[config.mk]
export PLATFORM = sky130hd
export DESIGN_NAME = pc_sequencer
export DESIGN_NICKNAME = d
export VERILOG_FILES = /design/src/rtl/mips_pc_pkg.sv /design/src/rtl/pc_src_mux.sv /design/src/rtl/pc_sequencer.sv
export SDC_FILE = /design/constraint.sdc
export NUM_CORES = 1
export LEC_CHECK = 0
export BUFFER_PORTS_ARGS = -buffer_cell sky130_fd_sc_hd__buf_2
export CORE_MARGIN = 2
export CORE_UTILIZATION = 51
export CTS_BUF_LIST = sky130_fd_sc_hd__clkbuf_4 sky130_fd_sc_hd__clkbuf_8
export DETAILED_ROUTE_END_ITERATION = 6
export PLACE_DENSITY = 0.91
export SYNTH_ARGS = -nofsm -noshare
export SYNTH_HDL_FRONTEND = slang
export SYNTH_HIERARCHICAL = 1
export SYNTH_SLANG_ARGS = --single-unit
[constraint.sdc]
create_clock -name clk -period 4.5 [get_ports clk]
set_clock_uncertainty 0.05 [all_clocks]
set_input_delay 0 -clock clk [delete_from_list [all_inputs] [get_ports clk]]
set_output_delay 0 -clock clk [all_outputs]
set_load 0.05 [all_outputs]
[src/rtl/mips_pc_pkg.sv]
// Shared next-PC select encoding and default vectors for the MIPS fetch stage.
package mips_pc_pkg;

    localparam logic [1:0] PC_SEL_SEQ    = 2'b00;
    localparam logic [1:0] PC_SEL_BRANCH = 2'b01;
    localparam logic [1:0] PC_SEL_ADDR   = 2'b10;
    localparam logic [1:0] PC_SEL_JUMP   = 2'b11;

    localparam logic [31:0] DEFAULT_RESET_PC = 32'h0000_0000;
    localparam logic [31:0] DEFAULT_EXC_VEC  = 32'h0000_0080;

endpackage

[src/rtl/pc_src_mux.sv]
// Four-way next-PC source select, same encoding as the legacy next-PC mux.
module pc_src_mux
    import mips_pc_pkg::*;
#(
    parameter int unsigned WIDTH = 32
) (
    input  logic [1:0]       sel,
    input  logic [WIDTH-1:0] seq_pc,
    input  logic [WIDTH-1:0] branch_target,
    input  logic [WIDTH-1:0] addr_target,
    input  logic [WIDTH-1:0] jump_target,
    output logic [WIDTH-1:0] src
);

    always_comb begin
        src = seq_pc;
        case (sel)
            PC_SEL_BRANCH: src = branch_target;
            PC_SEL_ADDR:   src = addr_target;
            PC_SEL_JUMP:   src = jump_target;
            default:       src = seq_pc;
        endcase
    end

endmodule

[src/rtl/pc_sequencer.sv]
// Registered fetch PC: sequential/branch/jr/jump select, stall hold with a
// latched redirect, and an exception vector that overrides everything but reset.
module pc_sequencer
    import mips_pc_pkg::*;
#(
    parameter int unsigned     WIDTH    = 32,
    parameter int unsigned     INC      = 4,
    parameter int unsigned     ALIGN    = 2,
    parameter logic [WIDTH-1:0] RESET_PC = WIDTH'(DEFAULT_RESET_PC),
    parameter logic [WIDTH-1:0] EXC_VEC  = WIDTH'(DEFAULT_EXC_VEC)
) (
    input  logic             clk,
    input  logic             reset,
    input  logic             stall,
    input  logic [1:0]       sel,
    input  logic [WIDTH-1:0] branch_target,
    input  logic [WIDTH-1:0] addr_target,
    input  logic [WIDTH-1:0] jump_target,
    input  logic             exc_req,
    output logic [WIDTH-1:0] pc,
    output logic [WIDTH-1:0] pc_next_seq,
    output logic             redirect_pend
);

    localparam logic [WIDTH-1:0] ALIGN_MASK = {WIDTH{1'b1}} << ALIGN;

    logic [WIDTH-1:0] src;
    logic [WIDTH-1:0] tgt;
    logic [WIDTH-1:0] pending_tgt;

    assign pc_next_seq = pc + WIDTH'(INC);

    pc_src_mux #(.WIDTH(WIDTH)) u_src_mux (
        .sel           (sel),
        .seq_pc        (pc_next_seq),
        .branch_target (branch_target),
        .addr_target   (addr_target),
        .jump_target   (jump_target),
        .src           (src)
    );

    // Only redirect targets are aligned; the sequential path is already aligned by construction.
    assign tgt = (sel == PC_SEL_SEQ) ? src : (src & ALIGN_MASK);

    // A redirect seen during a stall is parked and wins over the live sel on release.
    always_ff @(posedge clk) begin
        if (reset) begin
            pc            <= RESET_PC;
            pending_tgt   <= '0;
            redirect_pend <= 1'b0;
        end else if (exc_req) begin
            pc            <= EXC_VEC;
            redirect_pend <= 1'b0;
        end else if (stall) begin
            if (sel != PC_SEL_SEQ) begin
                pending_tgt   <= tgt;
                redirect_pend <= 1'b1;
            end
        end else if (redirect_pend) begin
            pc            <= pending_tgt;
            redirect_pend <= 1'b0;
        end else begin
            pc <= tgt;
        end
    end

endmodule
; ---- Yosys cells after proc, flatten, opt, wreduce, memory -nomap -nowiden
; Index checks and enable logic that the tools add are counted.
[classes]
addsub = 1
n_mul = 0
div_mod_pow = 0
n_lt_le_gt_ge = 0
eq_ne = 4
shift = 0
muxes = 5
n_bitwise = 2
n_reduce_logical = 5
[ops]
columns = op, n
row1 = one-hot mux 32 bit (3 select lines), 1
row2 = "adder 32 x 3 -> 32 bit, second input constant", 1
row3 = two-way mux 32 bit, 1
row4 = two-way mux 8 bit, 2
row5 = "== test 2 bit, second input constant", 2
row6 = AND reduction 3 bit, 1
row7 = OR reduction 3 bit, 1
row8 = "== test 2 x 1 -> 1 bit, second input constant", 1
row9 = logical NOT 2 bit, 1
row10 = two-way mux 2 bit, 1
row11 = "inequality test 2 x 1 -> 1 bit, second input constant", 1
row12 = NOT 1 bit, 2
row13 = nonzero test 2 bit, 1
row14 = OR reduction 2 bit, 1
[word_totals]
register_bits = 65
latch_bits = 0
ram_bits = 0
rom_bits = 0
input_bits = 102
output_inout_bits = 65
elab_cells = 21
n_memories = 0

; ---- Logic depth before layout (Yosys ltp)
[logic_depth]
ltp_word = 6
ltp_mapped = 10
mapped_depth_nobuf = 10

; ---- Cells and area by module
; Netlist, hierarchy kept.
[by_module_without_submodules]
columns = module, instances, cells_per_inst, area_per_inst_um2, seq_area_each_um2
row1 = pc_sequencer, 1, 404, 3209.3, 1301.2
row2 = pc_src_mux, 1, 39, 814.5, 0.0

; ---- Worst setup path after synthesis
; Ideal clock, no wire load.
[synth_timing]
path_type = register to register
start = register pc[3]
end = register pc[14]
setup_ns = 0.065
arrival_ns = 3.166
required_time_ns = 4.385
setup_slack_ns = 1.219
stages_incl_launch_ff = 11
path_buffers = 0
synth_period_minus_slack_ns = 3.281
cell_sequence = dfxtp_1 > ha_1 > nand3_1 > nor3_1 > nand4_1 > xnor2_1 > mux4_2 > mux2i_1 > nor2_1 > a21oi_1 > nor2_1
[synth_between]
elab_chain_cells = 3
[synth_lines]
columns = item, line_no
row1 = start: declaration, pc_sequencer.sv:20  ; output logic [WIDTH-1:0] pc,
row2 = start signal: assignment, pc_sequencer.sv:60  ; pc <= pending_tgt;
row3 = start signal: assignment, pc_sequencer.sv:63  ; pc <= tgt;
row4 = adder 32 x 3 -> 32 bit, pc_sequencer.sv:31  ; assign pc_next_seq = pc + WIDTH'(INC);
row5 = named net pc_next_seq[14], pc_sequencer.sv:21  ; output logic [WIDTH-1:0] pc_next_seq,
row6 = one-hot mux 32 bit (3 select lines), pc_src_mux.sv:17  ; case (sel)
row7 = named net src[14], pc_sequencer.sv:27  ; logic [WIDTH-1:0] src;
row8 = two-way mux 32 bit, pc_sequencer.sv:59  ; end else if (redirect_pend) begin
; The timed path passes the listed nets, and every way through them passes these cells.
; A chain may end at the register's enable or synchronous reset.

; ---- Final worst setup path
[layout_timing]
start = register pc[4]
end = register pc[25]
[layout_between]
elab_chain_cells = 3
[layout_lines]
columns = item, line_no
row1 = adder 32 x 3 -> 32 bit, pc_sequencer.sv:31
row2 = one-hot mux 32 bit (3 select lines), pc_src_mux.sv:17
row3 = named net src[25], pc_sequencer.sv:27
row4 = two-way mux 32 bit, pc_sequencer.sv:59
; The timed path passes the listed nets, and every way through them passes these cells.

==> results.md <==
- Util after Layout: 65.6%
- Final wirelength: 12000 µm
- H-Tree Depth: 3
- Cell with the most instances after synthesis: nand2_1
- Die area: 8620 µm²
- Worst IR Drop VDD: 0.173 mV
- Vias: 4023
- Pre-Repair DR Iteration Count: 5
- Initial antenna violation count: 0
- Gpl congestion: 0.805
- Worst Hold Class: input pin to register
- Hpwl dp: 8340 µm
- Sequential share of the synthesized area: 32.3%
- Number of diodes: 0
- Max Clock Freq: 0.361 GHz
- Flop and latch count out of synthesis: 65
- Worst slew pin tran: 1.16 ns
- Max FO, Critical Path: 8
- Hold slack: 0.110 ns
- Sink Count: 65
- Io pins: 167
- Syn_nets: 546
- Post-CTS Resized: 0
- Post-route DRC violation count: 0
- Synth cell types: 34
- Syn avg cell area: 9.08 µm²
- CTS Buf Count: 9
- Setup TNS: 0 ns
- First-pass GRT wire length: 18500 µm
- Rows: 32
- PwrDens: 303 nW/µm²
- Fill cells: 644
- Chip height: 92.8 µm
- Pleak: 2.18 nW
- Number of synthesized flops with an enable pin: 0
- Die Span X: 92.8 µm
- Setup Viol. Count Final: 0
- Setup CP Type: register to register
- CP Data Arrival Time: 2.92 ns
- Main area contributors after synthesis: dfxtp_1 32%, mux4_2 17%, a21oi_1 7.3%
- Fin. Hold Viols: 0
- Synthesized area: 4020 µm²
- Storage element area: 1300 µm²
- Post-synth top cells: 72 x nand2_1, 65 x dfxtp_1, 59 x a21oi_1
- Initial Util: 52.3%
- Per-cell routed wire length: 17.2 µm
- Port bufs: 166
- Layout area overhead: 25.4%
- Vias per cell: 5.78
- Top cell type by total area after synthesis: dfxtp_1
- Vias in the first global route: 3924
- Status: finished, final reports clean
- Max_cap viols: 0
- Kind of start point of the critical path: register
- TritonCTS clock tree: done
- Critical Path RT: 4.65 ns
- Nets@finish: 692
- Post-Syn Instances: 443
- Max-slew violations: 0
- Fraction of layout cells with a size suffix above 1: 39.1%
- Final ANT Viol Nets: 0
- Clock latency on the worst-skew pair: 0.34 ns
- DR iter-0 viols: 190
- Tmin final: 2.77 ns
- Area of the multi-input gates: 2490 µm²
- Async SR Flop Fraction: 0%
- Syn. warnings: 6
- Setup crit end kind: register
- Final Power: 1.53 mW
- Gr usage total: 27.5%
- Main synth FF type: dfxtp_1
- Area fraction of the dominant cell type after synthesis: 32.3%
- Largest net degree at the start of global routing: 67
- CTS Root Cell: clkbuf_8
- Final Cycle Share: 61.5%
- Core region area: 7690 µm²
- RSZ-0062 raised after global routing: no
- Relative slew slack: 22.6%
- Clock buffer depth: 2
- Clock edge transition at the registers on the reported setup and hold paths: 0.07 ns
- Total grt overflow: 0
[cell families after synthesis]
group                      count (synthesis)  share of synthesized area, %
AOI/OAI and AO/OA                         69                          9.20
DFF                                       65                          32.3
adders and majority gates                  1                         0.311
and+or+nand+nor                          181                          21.7
xor gates and xnor gates                  28                          6.09
buffers and inverters                     41                          5.78
muxes                                     58                          24.6
[state kept, by name, summed over array words and instances, names as in the netlist]
register,flops
pc,32
pending_tgt,32
redirect_pend,1
[placed cells by master (no fill, tap or decap), drive strengths merged, types with 11 or more instances in the layout]
master  netlist  routed
a21oi        59      59
mux2i        25      25
nor3         11      11
nand2        72      72
buf          16     169
clkbuf       19      14
xor2         13      13
dfxtp        65      65
nor2         54      54
mux4         32      32
xnor2        15      15
[critical path, cell delays in order, from the launching register on]
cell and delay (ns):
dfxtp_1 0.49, and4_1 0.45, nand3_1 0.29, nor4_2 0.31, xor2_1 0.13, mux4_2 0.50, mux2i_1 0.15, nor2_1 0.06
a21oi_1 0.16, nor2_1 0.05
[path summary, 6_finish.rpt]
check,startpoint,endpoint,slack (ns),cells past startpoint
worst max-delay path,pc[4]$_SDFFE_PP0N_,pc[25]$_SDFFE_PP0N_,1.73,9
worst min-delay path,branch_target[27],pending_tgt[27]$_SDFFE_PP0P_,0.11,4
worst max register to register,pc[4]$_SDFFE_PP0N_,pc[25]$_SDFFE_PP0N_,1.73,9
worst min register to register,pending_tgt[27]$_SDFFE_PP0P_,pending_tgt[27]$_SDFFE_PP0P_,0.41,2
[metrics by stage]
stage               instance area (µm²)  worst slack [ns]  cells
finish                             5040              1.73    696
global route                       5040              1.61    696
CTS                                5040              1.75    696
detailed placement                 4800              1.78    679
global placement                   4800              1.80    679
floorplan                          4020              1.22    443
[layout make-up]
type	instances	share of cell area (%)
Clock buffer	14	3.45
Sequential cell	65	25.8
Clock inverter	2	1.19
Inverter	6	0.446
Tap cell	102	2.53
Timing Repair Buffer	170	17.1
Multi-Input combinational cell	337	49.5
[per-layer routing]
metal | vias to the layer above | routed length [µm] | track usage (%)
met5 | - | 0 | 0
met4 | 0 | 329 | 13.1
met2 | 224 | 5900 | 46.9
met1 | 1894 | 4790 | 34.0
met3 | 36 | 985 | 4.56
li1 | 1869 | - | -
[power breakdown]
group          internal (mW)  switching [mW]  total (mW)
clock network          0.362           0.217       0.579
logic                  0.131           0.194       0.325
registers              0.597          0.0267       0.624
total                   1.09           0.438        1.53
[repair_timing]
action	CTS	global route
buffers inserted	0	0
hold endpoints to repair	1	0
hold buffers	1	0
Power figures use the tool's default switching activity.
